$ cat src/rtl/uart_tx_pkg.sv
// Shared UART transmit definitions: state encoding, width limits and parity helper.
package uart_tx_pkg;

  localparam int unsigned UART_MAX_DATA_WIDTH = 8;

  typedef enum logic [2:0] {
    IDLE,
    START,
    DATA,
    PARITY,
    STOP
  } tx_state_e;

  // XOR of the low `width` bits, inverted for odd parity.
  function automatic logic calc_parity(input logic [UART_MAX_DATA_WIDTH-1:0] data,
                                       input int unsigned                    width,
                                       input logic                           odd);
    logic p;
    p = odd;
    for (int unsigned i = 0; i < UART_MAX_DATA_WIDTH; i++) begin
      if (i < width) p = p ^ data[i];
    end
    return p;
  endfunction

endpackage

$ cat src/rtl/uart_tx_serializer_if.sv
// Parallel-in handshake plus serial-out status bundle for the UART transmitter.
interface uart_tx_serializer_if;
  import uart_tx_pkg::*;

  logic [UART_MAX_DATA_WIDTH-1:0] tx_data;
  logic                           tx_valid;
  logic                           tx_ready;
  logic                           tx;
  logic                           tx_busy;
  logic                           tx_done;

  modport master (
    output tx_data, tx_valid,
    input  tx_ready, tx, tx_busy, tx_done
  );

  modport slave (
    input  tx_data, tx_valid,
    output tx_ready, tx, tx_busy, tx_done
  );
endinterface

$ cat src/rtl/uart_baud_gen.sv
// Bit-period counter: counts 0..CLKS_PER_BIT-1 while running and flags the last cycle of each bit.
module uart_baud_gen #(
  parameter int unsigned CLKS_PER_BIT = 16
) (
  input  logic clk,
  input  logic rst,
  input  logic start_i,
  input  logic clear_i,
  output logic bit_end_c,
  output logic bit_pre_end_c
);

  localparam int unsigned CNT_W = (CLKS_PER_BIT > 1) ? $clog2(CLKS_PER_BIT) : 1;

  logic [CNT_W-1:0] cnt_q;
  logic             run_q;

  assign bit_end_c     = run_q && (cnt_q == CNT_W'(CLKS_PER_BIT - 1));
  assign bit_pre_end_c = run_q && (cnt_q == CNT_W'(CLKS_PER_BIT - 2));

  // Free-run within a bit, reload on each bit boundary, stop when cleared.
  always_ff @(posedge clk) begin
    if (rst || clear_i) begin
      cnt_q <= '0;
      run_q <= 1'b0;
    end else if (start_i) begin
      cnt_q <= '0;
      run_q <= 1'b1;
    end else if (run_q) begin
      cnt_q <= bit_end_c ? '0 : cnt_q + CNT_W'(1);
    end
  end

endmodule

$ cat src/rtl/uart_tx_serializer.sv
// UART transmitter: start bit, LSB-first data, optional parity, 1 or 2 stop bits.
module uart_tx_serializer
  import uart_tx_pkg::*;
#(
  parameter int unsigned DATA_WIDTH   = 8,
  parameter int unsigned CLKS_PER_BIT = 16,
  parameter int unsigned PARITY_EN    = 0,
  parameter int unsigned PARITY_ODD   = 0,
  parameter int unsigned STOP_BITS    = 1
) (
  input logic                 clk,
  input logic                 rst,
  uart_tx_serializer_if.slave tx_if
);

  localparam int unsigned IDX_W = $clog2(UART_MAX_DATA_WIDTH);

  tx_state_e             state_q;
  logic [DATA_WIDTH-1:0] shift_q;
  logic [IDX_W-1:0]      idx_q;
  logic                  parity_q;
  logic                  tx_q;
  logic                  ready_q;
  logic                  busy_q;
  logic                  done_q;

  logic accept_c;
  logic stop_last_c;
  logic frame_end_c;
  logic bit_end_c;
  logic bit_pre_end_c;

  assign accept_c    = (state_q == IDLE) && tx_if.tx_valid && ready_q && !rst;
  assign stop_last_c = (idx_q == IDX_W'(STOP_BITS - 1));
  assign frame_end_c = (state_q == STOP) && stop_last_c && bit_end_c;

  uart_baud_gen #(
    .CLKS_PER_BIT (CLKS_PER_BIT)
  ) u_baud (
    .clk           (clk),
    .rst           (rst),
    .start_i       (accept_c),
    .clear_i       (frame_end_c),
    .bit_end_c     (bit_end_c),
    .bit_pre_end_c (bit_pre_end_c)
  );

  // Frame sequencer with registered line and status outputs.
  always_ff @(posedge clk) begin
    if (rst) begin
      state_q  <= IDLE;
      shift_q  <= '0;
      idx_q    <= '0;
      parity_q <= 1'b0;
      tx_q     <= 1'b1;
      ready_q  <= 1'b1;
      busy_q   <= 1'b0;
      done_q   <= 1'b0;
    end else begin
      done_q <= 1'b0;
      case (state_q)
        IDLE: begin
          if (tx_if.tx_valid && ready_q) begin
            shift_q  <= tx_if.tx_data[DATA_WIDTH-1:0];
            parity_q <= (PARITY_EN != 0) ?
                        calc_parity(tx_if.tx_data, DATA_WIDTH, PARITY_ODD != 0) : 1'b0;
            idx_q    <= '0;
            state_q  <= START;
            tx_q     <= 1'b0;
            ready_q  <= 1'b0;
            busy_q   <= 1'b1;
          end
        end
        START: begin
          if (bit_end_c) begin
            state_q <= DATA;
            tx_q    <= shift_q[0];
          end
        end
        DATA: begin
          if (bit_end_c) begin
            shift_q <= shift_q >> 1;
            if (idx_q == IDX_W'(DATA_WIDTH - 1)) begin
              idx_q <= '0;
              if (PARITY_EN != 0) begin
                state_q <= PARITY;
                tx_q    <= parity_q;
              end else begin
                state_q <= STOP;
                tx_q    <= 1'b1;
              end
            end else begin
              idx_q <= idx_q + IDX_W'(1);
              tx_q  <= shift_q[1];
            end
          end
        end
        PARITY: begin
          if (bit_end_c) begin
            state_q <= STOP;
            tx_q    <= 1'b1;
          end
        end
        STOP: begin
          // Raise done one edge early so it lands on the final stop cycle.
          if (stop_last_c && bit_pre_end_c) done_q <= 1'b1;
          if (bit_end_c) begin
            if (stop_last_c) begin
              state_q <= IDLE;
              idx_q   <= '0;
              ready_q <= 1'b1;
              busy_q  <= 1'b0;
            end else begin
              idx_q <= idx_q + IDX_W'(1);
            end
          end
        end
        default: begin
          state_q <= IDLE;
          tx_q    <= 1'b1;
          ready_q <= 1'b1;
          busy_q  <= 1'b0;
        end
      endcase
    end
  end

  assign tx_if.tx       = tx_q;
  assign tx_if.tx_ready = ready_q;
  assign tx_if.tx_busy  = busy_q;
  assign tx_if.tx_done  = done_q;

endmodule

$ cat src/flat_wrapper.sv
// flat-port wrapper written by rule: the top's interface ports become plain ports
module uart_tx_serializer_flat import uart_tx_pkg::*;
#(
  parameter int unsigned DATA_WIDTH   = 8,
  parameter int unsigned CLKS_PER_BIT = 16,
  parameter int unsigned PARITY_EN    = 0,
  parameter int unsigned PARITY_ODD   = 0,
  parameter int unsigned STOP_BITS    = 1
)
  (clk, rst, tx_if_tx_data, tx_if_tx_valid, tx_if_tx_ready, tx_if_tx, tx_if_tx_busy, tx_if_tx_done);
  uart_tx_serializer_if tx_if_i ();
  input logic clk;
  input logic rst;
  input wire logic [$bits(tx_if_i.tx_data)-1:0] tx_if_tx_data;
  input wire logic [$bits(tx_if_i.tx_valid)-1:0] tx_if_tx_valid;
  output wire logic [$bits(tx_if_i.tx_ready)-1:0] tx_if_tx_ready;
  output wire logic [$bits(tx_if_i.tx)-1:0] tx_if_tx;
  output wire logic [$bits(tx_if_i.tx_busy)-1:0] tx_if_tx_busy;
  output wire logic [$bits(tx_if_i.tx_done)-1:0] tx_if_tx_done;
  assign tx_if_i.tx_data = tx_if_tx_data;
  assign tx_if_i.tx_valid = tx_if_tx_valid;
  assign tx_if_tx_ready = tx_if_i.tx_ready;
  assign tx_if_tx = tx_if_i.tx;
  assign tx_if_tx_busy = tx_if_i.tx_busy;
  assign tx_if_tx_done = tx_if_i.tx_done;
  uart_tx_serializer #(.DATA_WIDTH(DATA_WIDTH), .CLKS_PER_BIT(CLKS_PER_BIT), .PARITY_EN(PARITY_EN), .PARITY_ODD(PARITY_ODD), .STOP_BITS(STOP_BITS)) u_core (.clk(clk), .rst(rst), .tx_if(tx_if_i));
endmodule
$ cat config.mk
export PLATFORM = sky130hd
export DESIGN_NAME = uart_tx_serializer_flat
export DESIGN_NICKNAME = d
export VERILOG_FILES = /design/src/rtl/uart_tx_pkg.sv /design/src/rtl/uart_tx_serializer_if.sv /design/src/rtl/uart_baud_gen.sv /design/src/rtl/uart_tx_serializer.sv /design/src/flat_wrapper.sv
export SDC_FILE = /design/constraint.sdc
export NUM_CORES = 1
export LEC_CHECK = 0
export CAP_MARGIN = 20
export CORE_ASPECT_RATIO = 0.6
export CORE_MARGIN = 2
export CORE_UTILIZATION = 50
export CTS_BUF_LIST = sky130_fd_sc_hd__clkbuf_2
export DETAILED_ROUTE_END_ITERATION = 12
export GPL_ROUTABILITY_DRIVEN = 0
export PLACE_DENSITY = 0.73
export SYNTH_ARGS = -nofsm -noshare
export SYNTH_HDL_FRONTEND = slang
export SYNTH_SLANG_ARGS = --single-unit
export TNS_END_PERCENT = 50
$ cat constraint.sdc
create_clock -name clk -period 2.3 [get_ports clk]
set_clock_uncertainty 0.15 [all_clocks]
set_input_delay 0.23 -clock clk [delete_from_list [all_inputs] [get_ports clk]]
set_output_delay 0.23 -clock clk [all_outputs]
set_load 0.01 [all_outputs]
**Yosys cells after proc, flatten, opt, wreduce, memory -nomap -nowiden**

Index checks and enable logic that the tools add are counted.

- Add/sub/neg operators: 2
- Eq/ne operators: 14
- Muxes and demuxes: 32
- Bitwise gates (word level): 2
- Reductions and logical operators: 23

Operators with widths:

| cell | number |
|---|---|
| $mux W3 | 12 |
| $mux W8 | 2 |
| $pmux W8 S2 | 1 |
| $pmux W3 S5 | 1 |
| $ne A2 B1 Y1 const B | 6 |
| $mux W1 | 11 |
| $logic_and A1 B1 Y1 | 9 |
| $pmux W3 S3 | 1 |
| $eq A4 B4 Y1 const B | 2 |
| $reduce_and A4 Y1 | 2 |
| $reduce_and A7 Y1 | 1 |
| $eq A3 B2 Y1 const B | 2 |
| $eq A3 B3 Y1 const B | 2 |
| $logic_not A3 Y1 | 2 |
| $pmux W1 S3 | 2 |
| $pmux W1 S5 | 1 |
| $reduce_and A5 Y1 | 1 |
| $add A4 B1 Y4 const B | 1 |
| $mux W4 | 1 |
| $reduce_or A2 Y1 | 2 |
| $add A3 B1 Y3 const B | 1 |
| $eq A3 B1 Y1 const B | 1 |
| $reduce_and A3 Y1 | 1 |
| $reduce_bool A3 Y1 | 1 |
| other kinds (6) | 7 |

- Register bits: 23
- Input bits: 11
- Output and inout bits: 4

**Depth between registers and ports, before layout**

Gate-level depths: netlist of run 1.

- Depth after elaboration: 5
- Mapped depth: 7

**By module**

A second synthesis of run 1 with hierarchy kept.

- Cells, all modules: 133
- Area, all modules: 1212.4 µm²

Modules (own cells, without submodules):

| module | times used | cells each | area each (µm²) | sequential area each (µm²) |
|---|---|---|---|---|
| uart_tx_serializer | 1 | 104 | 958.4 | 360.3 |
| uart_baud_gen | 1 | 29 | 254.0 | 100.1 |

**Worst setup path before layout of run 1**

Ideal clock, no wire load.

- Path kind: register -> register
- Start: register u_core.u_baud.cnt_q[0]
- End: register u_core.shift_q[1]
- Data arrival time: 1514 ps
- Data required time: 2062 ps
- Path slack: 548 ps
- Cell stages (with the launch flop): 8
- Buffers on the path: 2
- Period minus slack after synthesis: 1752 ps
- Path through: dfxtp_1 ha_1 and4_1 clkbuf_1 a22o_4 buf_6 nor2_1 a311oi_2

- Cells in the longest elaborated chain, start to end: 4

RTL lines:

| item | line | RTL |
|---|---|---|
| from (decl) | uart_baud_gen.sv:15 | `logic [CNT_W-1:0] cnt_q;` |
| from (signal assigned) | uart_baud_gen.sv:30 | `cnt_q <= bit_end_c ? '0 : cnt_q + CNT_W'(1);` |
| $eq A4 B4 Y1 | uart_baud_gen.sv:18 | `assign bit_end_c = run_q && (cnt_q == CNT_W'(CLKS_PER_BIT - 1));` |
| $logic_and A1 B1 Y1 | uart_baud_gen.sv:18 |  |
| $ne A2 B1 Y1 (no source line) | - |  |
| $reduce_and A3 Y1 (no source line) | - |  |
| to (signal assigned) | uart_tx_serializer.sv:64 | `shift_q <= tx_if.tx_data[DATA_WIDTH-1:0];` |
| to (signal assigned) | uart_tx_serializer.sv:82 | `shift_q <= shift_q >> 1;` |
| to (decl) | uart_tx_serializer.sv:19 | `logic [DATA_WIDTH-1:0] shift_q;` |

Every way passes these cells.
A chain may end at the register's enable or synchronous reset.

**Final worst setup path of run 1**

- Start: register u_core.state_q[2]
- End: register u_core.tx_q, in the netlist u_core.tx_if.tx

- Cells in the longest elaborated chain, start to end: 3
- Elaborated cells between the ends (all ways): 12
- Classes of those cells: eq/ne: 8; mux: 1; bitwise: 1; reduce/logical: 2

RTL lines:

| item | line | RTL |
|---|---|---|
| from (decl) | uart_tx_serializer.sv:18 | `tx_state_e state_q;` |
| from (signal assigned) | uart_tx_serializer.sv:51 | `state_q <= IDLE;` |
| from (signal assigned) | uart_tx_serializer.sv:68 | `state_q <= START;` |
| from (signal assigned) | uart_tx_serializer.sv:76 | `state_q <= DATA;` |
| $eq A3 B2 Y1, or another cell as far along | uart_tx_serializer.sv:61 | `case (state_q)` |
| $ne A2 B1 Y1 (no source line), or another cell as far along | - |  |
| $reduce_and A5 Y1 (no source line) | - |  |
| to (signal assigned) | uart_tx_serializer.sv:77 | `tx_q <= shift_q[0];` |
| to (signal assigned) | uart_tx_serializer.sv:87 | `tx_q <= parity_q;` |
| to (signal assigned) | uart_tx_serializer.sv:94 | `tx_q <= shift_q[1];` |
| to (decl) | uart_tx_serializer.sv:22 | `logic tx_q;` |

Parallel ways exist; a longest one is shown, timed or not.

==> metrics.txt, run 1 <==
# TYPE chip_impl_metric gauge
chip_impl_metric{name="post-route-min-period",unit="ps"} 1940
chip_impl_metric{name="port_buffers",unit=""} 14
chip_impl_metric{name="ctsLongestPathBuffers",unit=""} 2
chip_impl_metric{name="cap_viol_max_count",unit=""} 0
chip_impl_info{name="post-synth-top-area-cell",value="sky130_fd_sc_hd__dfxtp_1"} 1
chip_impl_info{name="worst-setup-path-type",value="reg -> reg"} 1
chip_impl_metric{name="worst_hold_slack",unit="ps"} 313
chip_impl_metric{name="tightest_slew",unit="ps"} 454
chip_impl_info{name="cts_tree",value="done"} 1
chip_impl_metric{name="postCtsSetupBuffers",unit=""} 0
chip_impl_metric{name="max_freq",unit="GHz"} 0.515
chip_impl_info{name="hold_path_class",value="in -> reg"} 1
chip_impl_metric{name="cts_hold_buffers",unit=""} 0
chip_impl_metric{name="cts_repair_resize_count",unit=""} 0
chip_impl_metric{name="crit_required",unit="ps"} 2400
chip_impl_info{name="run_status",value="finished clean"} 1
chip_impl_metric{name="placedInstanceArea",unit="um2"} 1350
chip_impl_metric{name="vdd_ir_drop_max",unit="uV"} 257
chip_impl_metric{name="crit_fanout",unit=""} 12
chip_impl_metric{name="die_area",unit="um2"} 2870
chip_impl_metric{name="first_global_vias",unit=""} 957
chip_impl_metric{name="grt.overflow.total",unit=""} 0
chip_impl_metric{name="data_arrival_critical_path",unit="ps"} 2040
chip_impl_metric{name="syn_inst",unit=""} 142
chip_impl_metric{name="finalHoldViolCount",unit=""} 0
chip_impl_metric{name="grt_max_degree",unit=""} 19
chip_impl_metric{name="power_density",unit="nW/um2"} 545
chip_impl_metric{name="timing.max_slew.rel_slack",unit="%"} 69.7
chip_impl_metric{name="antenna-diode-count",unit=""} 0
chip_impl_metric{name="die_h",unit="um"} 42.3
chip_impl_metric{name="syn-mean-instance-area",unit="um2"} 8.60
chip_impl_metric{name="horiz_die_dim",unit="um"} 67.8
chip_impl_metric{name="grt_use_total",unit="%"} 19.6
chip_impl_metric{name="post_drt_via_cell_ratio",unit=""} 5.85
chip_impl_metric{name="wl_per_cell",unit="um"} 13.7
chip_impl_metric{name="synth_enable_flop_cells",unit=""} 0
chip_impl_metric{name="yosys.cell_types.count",unit=""} 42
chip_impl_metric{name="post_route_fraction_of_the_period_consumed_by_the_critical_path",unit="%"} 84.4
chip_impl_metric{name="minimum_setup_slack_in_the_final_design",unit="ps"} 359
chip_impl_metric{name="count_of_nets_after_finishing",unit=""} 169
chip_impl_metric{name="drt-pass1-iter-count",unit=""} 4
chip_impl_metric{name="post-dp-hpwl",unit="um"} 1840
chip_impl_metric{name="report.final.slew_viol_count",unit=""} 0
chip_impl_info{name="clock-root-buffer",value="sky130_fd_sc_hd__clkbuf_2"} 1
chip_impl_metric{name="number_of_design_rule_violations_left_by_the_first_detailed_router_iteration",unit=""} 72
chip_impl_metric{name="syn-num-nets",unit=""} 158
chip_impl_metric{name="antenna_nets_post_route",unit=""} 0
chip_impl_metric{name="ys_async_sr_fraction",unit="%"} 0
chip_impl_metric{name="fill_cells",unit=""} 192
chip_impl_info{name="synthTopCellsByArea",value="sky130_fd_sc_hd__dfxtp_1 (38%), sky130_fd_sc_hd__nor2_1 (6.5%), sky130_fd_sc_hd__ha_1 (5.1%), sky130_fd_sc_hd__nand2_1 (4.6%), sky130_fd_sc_hd__o21ai_0 (3.7%)"} 1
chip_impl_metric{name="cts-htree-levels",unit=""} 1
chip_impl_info{name="setup_repair_after_global_routing_missed_its_margin",value="no"} 1
chip_impl_metric{name="netlist_area_pre_place",unit="um2"} 1220
chip_impl_metric{name="cts_inserted_buffers",unit=""} 3
chip_impl_info{name="critical_path_endpoint_category",value="flip-flop"} 1
chip_impl_metric{name="placement_rows",unit=""} 13
chip_impl_metric{name="worst_skew_pair.late_latency",unit="ps"} 340
chip_impl_metric{name="clkSlewWorstSetupHoldPaths",unit="ps"} 190
chip_impl_info{name="setup.worst_path.start_class",value="flip-flop"} 1
chip_impl_metric{name="number_of_clock_sinks",unit=""} 23
chip_impl_metric{name="post-synth-top-area-fraction",unit="%"} 37.7
chip_impl_metric{name="core_area",unit="um2"} 2240
chip_impl_metric{name="pre_cts_ws",unit="ps"} 385
chip_impl_metric{name="effective_utilization_at_floorplan",unit="%"} 54.4
chip_impl_metric{name="finalInstanceArea",unit="um2"} 1370
chip_impl_info{name="synthFlopType",value="sky130_fd_sc_hd__dfxtp_1"} 1
chip_impl_metric{name="synth_warnings",unit=""} 0
chip_impl_metric{name="grt_first_pass_wirelength",unit="um"} 4220
chip_impl_metric{name="layout-drive-gt1-share",unit="%"} 9.21
chip_impl_metric{name="drt_drc_violations_left",unit=""} 0
chip_impl_metric{name="initial_antenna_violation_count",unit=""} 0
chip_impl_metric{name="num_io_pins",unit=""} 15
chip_impl_metric{name="postRouteWirelength",unit="um"} 2500
chip_impl_metric{name="p_leak",unit="nW"} 0.472
chip_impl_metric{name="ys_seq_elements",unit=""} 23
chip_impl_metric{name="finalSetupTns",unit="ps"} 0
chip_impl_metric{name="seq_area_frac_synth",unit="%"} 37.7
chip_impl_metric{name="routed-via-count",unit=""} 1064
chip_impl_metric{name="setup_violations",unit=""} 0
chip_impl_metric{name="totalPowerFinal",unit="mW"} 0.748
chip_impl_metric{name="synthesis_to_layout_area_growth",unit="%"} 12.5
[layout by cell type, fill, tap and decap left out, types with 2 or more instances in the layout]
master / n
sky130_fd_sc_hd__nand3_1: 2
sky130_fd_sc_hd__nor3b_1: 2
sky130_fd_sc_hd__a311oi_1: 4
sky130_fd_sc_hd__a21oi_1: 5
sky130_fd_sc_hd__inv_1: 5
sky130_fd_sc_hd__clkbuf_2: 4
sky130_fd_sc_hd__nand2_1: 15
sky130_fd_sc_hd__o21ai_1: 3
sky130_fd_sc_hd__ha_1: 5
sky130_fd_sc_hd__buf_4: 3
sky130_fd_sc_hd__nor2_1: 21
sky130_fd_sc_hd__clkdlybuf4s50_1: 14
sky130_fd_sc_hd__nand2b_1: 3
sky130_fd_sc_hd__o21ai_0: 9
sky130_fd_sc_hd__mux2i_1: 2
sky130_fd_sc_hd__a311oi_2: 3
sky130_fd_sc_hd__o22ai_1: 3
sky130_fd_sc_hd__nand4_1: 2
sky130_fd_sc_hd__dfxtp_1: 23
sky130_fd_sc_hd__a211oi_1: 2
sky130_fd_sc_hd__nor3_1: 2
[sequential cells by signal, indices dropped and copies added (netlist names)]
register / cells
u_core.idx_q: 3
u_core.shift_q: 8
u_core.state_q: 3
u_core.tx_if.tx: 1
u_core.tx_if.tx_busy: 1
u_core.tx_if.tx_done: 1
u_core.tx_if.tx_ready: 1
u_core.u_baud.cnt_q: 4
u_core.u_baud.run_q: 1
[through the flow]
step | util, % | std cells
after floorplan | - | 142
after global placement | 60.3 | 178
after detailed placement | 60.3 | 178
after CTS | 61.2 | 182
after global routing | 61.2 | 182
final | 61.2 | 182
[synthesized netlist by cell type, types with 3 or more instances]
master / instances
sky130_fd_sc_hd__clkbuf_1: 4
sky130_fd_sc_hd__nor2_1: 21
sky130_fd_sc_hd__o21ai_1: 3
sky130_fd_sc_hd__a21oi_1: 5
sky130_fd_sc_hd__ha_1: 5
sky130_fd_sc_hd__a311oi_2: 3
sky130_fd_sc_hd__o22ai_1: 3
sky130_fd_sc_hd__o21ai_0: 9
sky130_fd_sc_hd__buf_2: 3
sky130_fd_sc_hd__nand2b_1: 3
sky130_fd_sc_hd__nand2_1: 15
sky130_fd_sc_hd__a311oi_1: 4
sky130_fd_sc_hd__inv_1: 5
sky130_fd_sc_hd__dfxtp_1: 23
[layout make-up]
| class | instances | area (um2) | share of cell area [%] |
|---|---|---|---|
| clock buffers | 4 | 20.0 | 1.46 |
| inverters | 5 | 18.8 | 1.37 |
| multi-input cells | 103 | 674 | 49.1 |
| flip-flops and latches | 23 | 460 | 33.5 |
| well taps | 30 | 37.5 | 2.73 |
| repair buffers | 17 | 163 | 11.8 |
[path summary, 6_finish.rpt]
path	slack, ps	cells after the start	start	endpoint
worst max-delay path	360	4	u_core.state_q[2]	u_core.tx_if.tx
worst min-delay path	310	3	tx_if_tx_data[3]	u_core.shift_q[3]
worst max register to register	360	4	u_core.state_q[2]	u_core.tx_if.tx
worst min register to register	360	2	u_core.shift_q[4]	u_core.shift_q[3]
[cell families (layout without fill, tap and decap cells)]
group	count (synthesis)	in the layout	synth area share, %
flops	23	23	37.7
compound gates	41	41	25.7
mux	2	2	1.64
fa+ha+maj	5	5	5.12
buf+inv	16	26	7.07
xor+xnor	1	1	0.717
simple gates	54	54	22.0
[worst max-delay path: stages, from the launching register on]
cell	delay [ps]
sky130_fd_sc_hd__dfxtp_1	490
sky130_fd_sc_hd__nor4b_2	430
sky130_fd_sc_hd__and2_1	370
sky130_fd_sc_hd__o21ai_1	130
sky130_fd_sc_hd__o32a_1	290
[report_power, final]
group,internal (mW),switching [mW],total (mW)
Clock,0.0460,0.118,0.164
Sequential,0.425,0.0200,0.445
Combinational,0.0681,0.0705,0.139
[metal layers]
layer | global-route usage [%] | vias up | share of wire, %
met5 | 0 | - | 0
met4 | 4.80 | 0 | 0.52
met3 | 6.45 | 2 | 6.3
met2 | 27.3 | 34 | 40
met1 | 28.9 | 497 | 53
li1 | - | 531 | -
No activity file was read; power rests on OpenSTA's default activity.
==> inputs of run 2 (changes only) <==
- PLACE_DENSITY: 0.73 -> 0.76
- clock period: 2.3 -> 1.76 ns (I/O delays scaled with it)
==> run 2 against run 1 <==
Core utilization increased by 5.1 points; global-route usage increased by 0.53 points; non-clock buffer count increased by 10; final area increased by 8.3%; hold slack got worse by 65 ps; routed wire length increased by 13%; worst setup slack got worse by 280 ps; via count increased by 7.1%; fmax increased by 15%; first-iteration DRC count increased by 79%; critical endpoint is now u_core.state_q[2]; largest power group unchanged.
==> metrics.txt, run 2 (synthesis gave the netlist of run 1 again) <==
# TYPE chip_impl_metric gauge
chip_impl_info{name="run_status",value="finished clean"} 1
chip_impl_info{name="cp_delay_by_family_top",value="compound AO/OA/AOI/OAI gates"} 1
chip_impl_metric{name="wl_per_cell",unit="um"} 14.6
chip_impl_metric{name="cts_inserted_buffers",unit=""} 3
chip_impl_metric{name="die_h",unit="um"} 42.3
chip_impl_metric{name="ff_latch_area",unit="um2"} 467
chip_impl_metric{name="setup.reg_to_reg.worst_slack",unit="ps"} 80
chip_impl_metric{name="first_global_vias",unit=""} 995
chip_impl_metric{name="power_switching",unit="mW"} 0.290
chip_impl_info{name="cell_chain_critical_path",value="inv_1 > ha_1 > nor2b_1 > a211o_1 > o22a_1 > nor2_1"} 1
chip_impl_metric{name="antenna_nets_post_route",unit=""} 0
chip_impl_metric{name="tightest_slew",unit="ps"} 418
chip_impl_info{name="biggestRegsByFlops",value="u_core.shift_q x8, u_core.u_baud.cnt_q x4"} 1
chip_impl_metric{name="setup_violations",unit=""} 0
chip_impl_metric{name="grt_first_pass_wirelength",unit="um"} 4400
chip_impl_metric{name="cellInternalPower",unit="mW"} 0.727
chip_impl_metric{name="post-route-min-period",unit="ps"} 1680
chip_impl_metric{name="grt_use_total",unit="%"} 20.1
chip_impl_metric{name="number_of_design_rule_violations_left_by_the_first_detailed_router_iteration",unit=""} 129
chip_impl_info{name="critical_path_endpoint_category",value="flip-flop"} 1
chip_impl_metric{name="die_area",unit="um2"} 2870
chip_impl_info{name="worst-setup-path-type",value="reg -> reg"} 1
chip_impl_metric{name="drt-pass1-iter-count",unit=""} 4
chip_impl_metric{name="rr_worst_depth",unit=""} 6
chip_impl_metric{name="initial_antenna_violation_count",unit=""} 0
chip_impl_metric{name="port_buffers",unit=""} 14
chip_impl_metric{name="crit_fanout",unit=""} 5
chip_impl_info{name="critical-path-slowest-cell",value="sky130_fd_sc_hd__dfxtp_1"} 1
chip_impl_metric{name="finalHoldViolCount",unit=""} 0
chip_impl_metric{name="number_of_flip_flops_under_the_largest_register_name",unit=""} 8
chip_impl_metric{name="cap_viol_max_count",unit=""} 0
chip_impl_metric{name="worstPathBufferInverterCount",unit=""} 1
chip_impl_info{name="crit-reg2reg-capture",value="u_core.state_q[2]"} 1
chip_impl_metric{name="horiz_die_dim",unit="um"} 67.8
chip_impl_info{name="setup_repair_after_global_routing_missed_its_margin",value="no"} 1
chip_impl_metric{name="finalSetupTns",unit="ps"} 0
chip_impl_metric{name="p_leak",unit="nW"} 0.539
chip_impl_info{name="clock-root-buffer",value="sky130_fd_sc_hd__clkbuf_2"} 1
chip_impl_metric{name="power.switching_fraction",unit="%"} 28.5
chip_impl_metric{name="final-instance-count-excl-fill",unit=""} 193
chip_impl_metric{name="crit_cells",unit=""} 6
chip_impl_metric{name="postRouteWirelength",unit="um"} 2830
chip_impl_info{name="layout_common_cells",value="sky130_fd_sc_hd__nor2_1 (21), sky130_fd_sc_hd__dfxtp_1 (20), sky130_fd_sc_hd__nand2_1 (15)"} 1
chip_impl_info{name="hold_path_class",value="in -> reg"} 1
chip_impl_metric{name="vdd_ir_drop_max",unit="uV"} 341
chip_impl_metric{name="grt.overflow.total",unit=""} 0
chip_impl_metric{name="worst_skew_pair.late_latency",unit="ps"} 330
chip_impl_metric{name="drt_drc_violations_left",unit=""} 0
chip_impl_metric{name="antenna-diode-count",unit=""} 0
chip_impl_info{name="min-delay-start",value="tx_if_tx_data[4]"} 1
chip_impl_metric{name="ctsLongestPathBuffers",unit=""} 2
chip_impl_metric{name="core_area",unit="um2"} 2240
chip_impl_metric{name="synthesis_to_layout_area_growth",unit="%"} 21.8
chip_impl_metric{name="power_density",unit="nW/um2"} 683
chip_impl_metric{name="cts-htree-levels",unit=""} 1
chip_impl_info{name="setup.worst_path.start_class",value="flip-flop"} 1
chip_impl_metric{name="sequentialPowerShare",unit="%"} 57.3
chip_impl_metric{name="post_drt_via_cell_ratio",unit=""} 5.91
chip_impl_metric{name="power.share.combinational",unit="%"} 21.4
chip_impl_metric{name="data_arrival_critical_path",unit="ps"} 1820
chip_impl_info{name="rr_startpoint",value="u_core.idx_q[0]"} 1
chip_impl_metric{name="multi_input_comb_area",unit="um2"} 707
chip_impl_metric{name="layout-drive-gt1-share",unit="%"} 19.0
chip_impl_info{name="cp-startpoint",value="u_core.idx_q[0]"} 1
chip_impl_info{name="layout.cells.most_common",value="sky130_fd_sc_hd__nor2_1"} 1
chip_impl_metric{name="num_io_pins",unit=""} 15
chip_impl_metric{name="dp.cells",unit=""} 186
chip_impl_info{name="largest-register",value="u_core.shift_q"} 1
chip_impl_metric{name="count_of_nets_after_finishing",unit=""} 180
chip_impl_metric{name="final_core_utilization",unit="%"} 66.3
chip_impl_metric{name="crit_required",unit="ps"} 1890
chip_impl_metric{name="post-dp-hpwl",unit="um"} 2010
chip_impl_metric{name="effective_utilization_at_floorplan",unit="%"} 54.4
chip_impl_metric{name="fill_cells",unit=""} 186
chip_impl_metric{name="critPathMaxStageDelay",unit="ps"} 410
chip_impl_metric{name="placement_rows",unit=""} 13
chip_impl_metric{name="timing.max_slew.rel_slack",unit="%"} 72.1
chip_impl_metric{name="report.final.slew_viol_count",unit=""} 0
chip_impl_metric{name="totalPowerFinal",unit="mW"} 1.02
chip_impl_metric{name="routed-via-count",unit=""} 1140
chip_impl_metric{name="number_of_clock_sinks",unit=""} 23
chip_impl_info{name="cts_tree",value="done"} 1
chip_impl_info{name="destination_of_the_critical_timing_path",value="u_core.state_q[2]"} 1
chip_impl_metric{name="max_freq",unit="GHz"} 0.594
chip_impl_metric{name="clkSlewWorstSetupHoldPaths",unit="ps"} 210
chip_impl_metric{name="power_frac_clock",unit="%"} 21.3
chip_impl_metric{name="grt_max_degree",unit=""} 19
chip_impl_metric{name="post_route_fraction_of_the_period_consumed_by_the_critical_path",unit="%"} 95.6
## run 2: power by group through the flow
| stage | clock [mW] | sequential, mW | combinational [mW] |
|---|---|---|---|
| 6_report | 0.217 | 0.582 | 0.217 |
| 5_1_grt | 0.243 | 0.587 | 0.238 |
| 4_1_cts | 0.218 | 0.581 | 0.199 |
| 3_5_place_dp | 0 | 0.591 | 0.195 |
| 3_3_place_gp | 0 | 0.590 | 0.188 |
| 2_1_floorplan | 0 | 0.586 | 0.131 |
## run 2: how the worst min path moves through the flow
stage / endpoint / slack, ps / cells past startpoint
2_1_floorplan: u_core.shift_q[3] / 210 / 2
3_3_place_gp: u_core.shift_q[3] / 320 / 2
3_5_place_dp: u_core.tx_if.tx / 320 / 1
4_1_cts: u_core.shift_q[5] / 240 / 3
5_1_grt: u_core.shift_q[4] / 230 / 3
6_report: u_core.shift_q[4] / 250 / 3
## run 2: routing by layer
layer	share of wire, %	vias to the layer above	global-route usage, %	wire (um)
li1	-	564	-	-
met1	48	538	29.1	1360
met2	44	34	29.6	1230
met3	7.5	4	6.45	212
met4	0.64	0	3.20	18
met5	0	-	0	0
## run 2: area by class of cell
cell class,count,area share (%)
well taps,30,2.52
inverters,5,1.26
flip-flops and latches,23,31.4
clock buffers,4,1.35
repair buffers,27,16.0
multi-input cells,104,47.5
## run 2: timing repair
item                                    in CTS  in global routing
cloned                                       0                  1
endpoints found under the setup margin       2                 12
resized for setup                            2                  7
buffers inserted                             0                  2
hold buffers                                 0                  0
pin swaps                                    0                  3
## run 2: worst register-to-register path, stage by stage, from the launching register on
cell and delay (ps):
sky130_fd_sc_hd__dfxtp_1 410, sky130_fd_sc_hd__inv_1 70, sky130_fd_sc_hd__ha_1 180, sky130_fd_sc_hd__nor2b_1 180, sky130_fd_sc_hd__a211o_1 350, sky130_fd_sc_hd__o22a_1 210, sky130_fd_sc_hd__nor2_1 70
## run 2: metrics by stage
stage	area, um2	setup slack [ps]	hold slack [ps]
global route	1490	0.527	225
floorplan	1220	8.08	208
finish	1490	77.8	247
detailed placement	1410	14.3	318
global placement	1410	81.4	317
CTS	1440	8.87	240
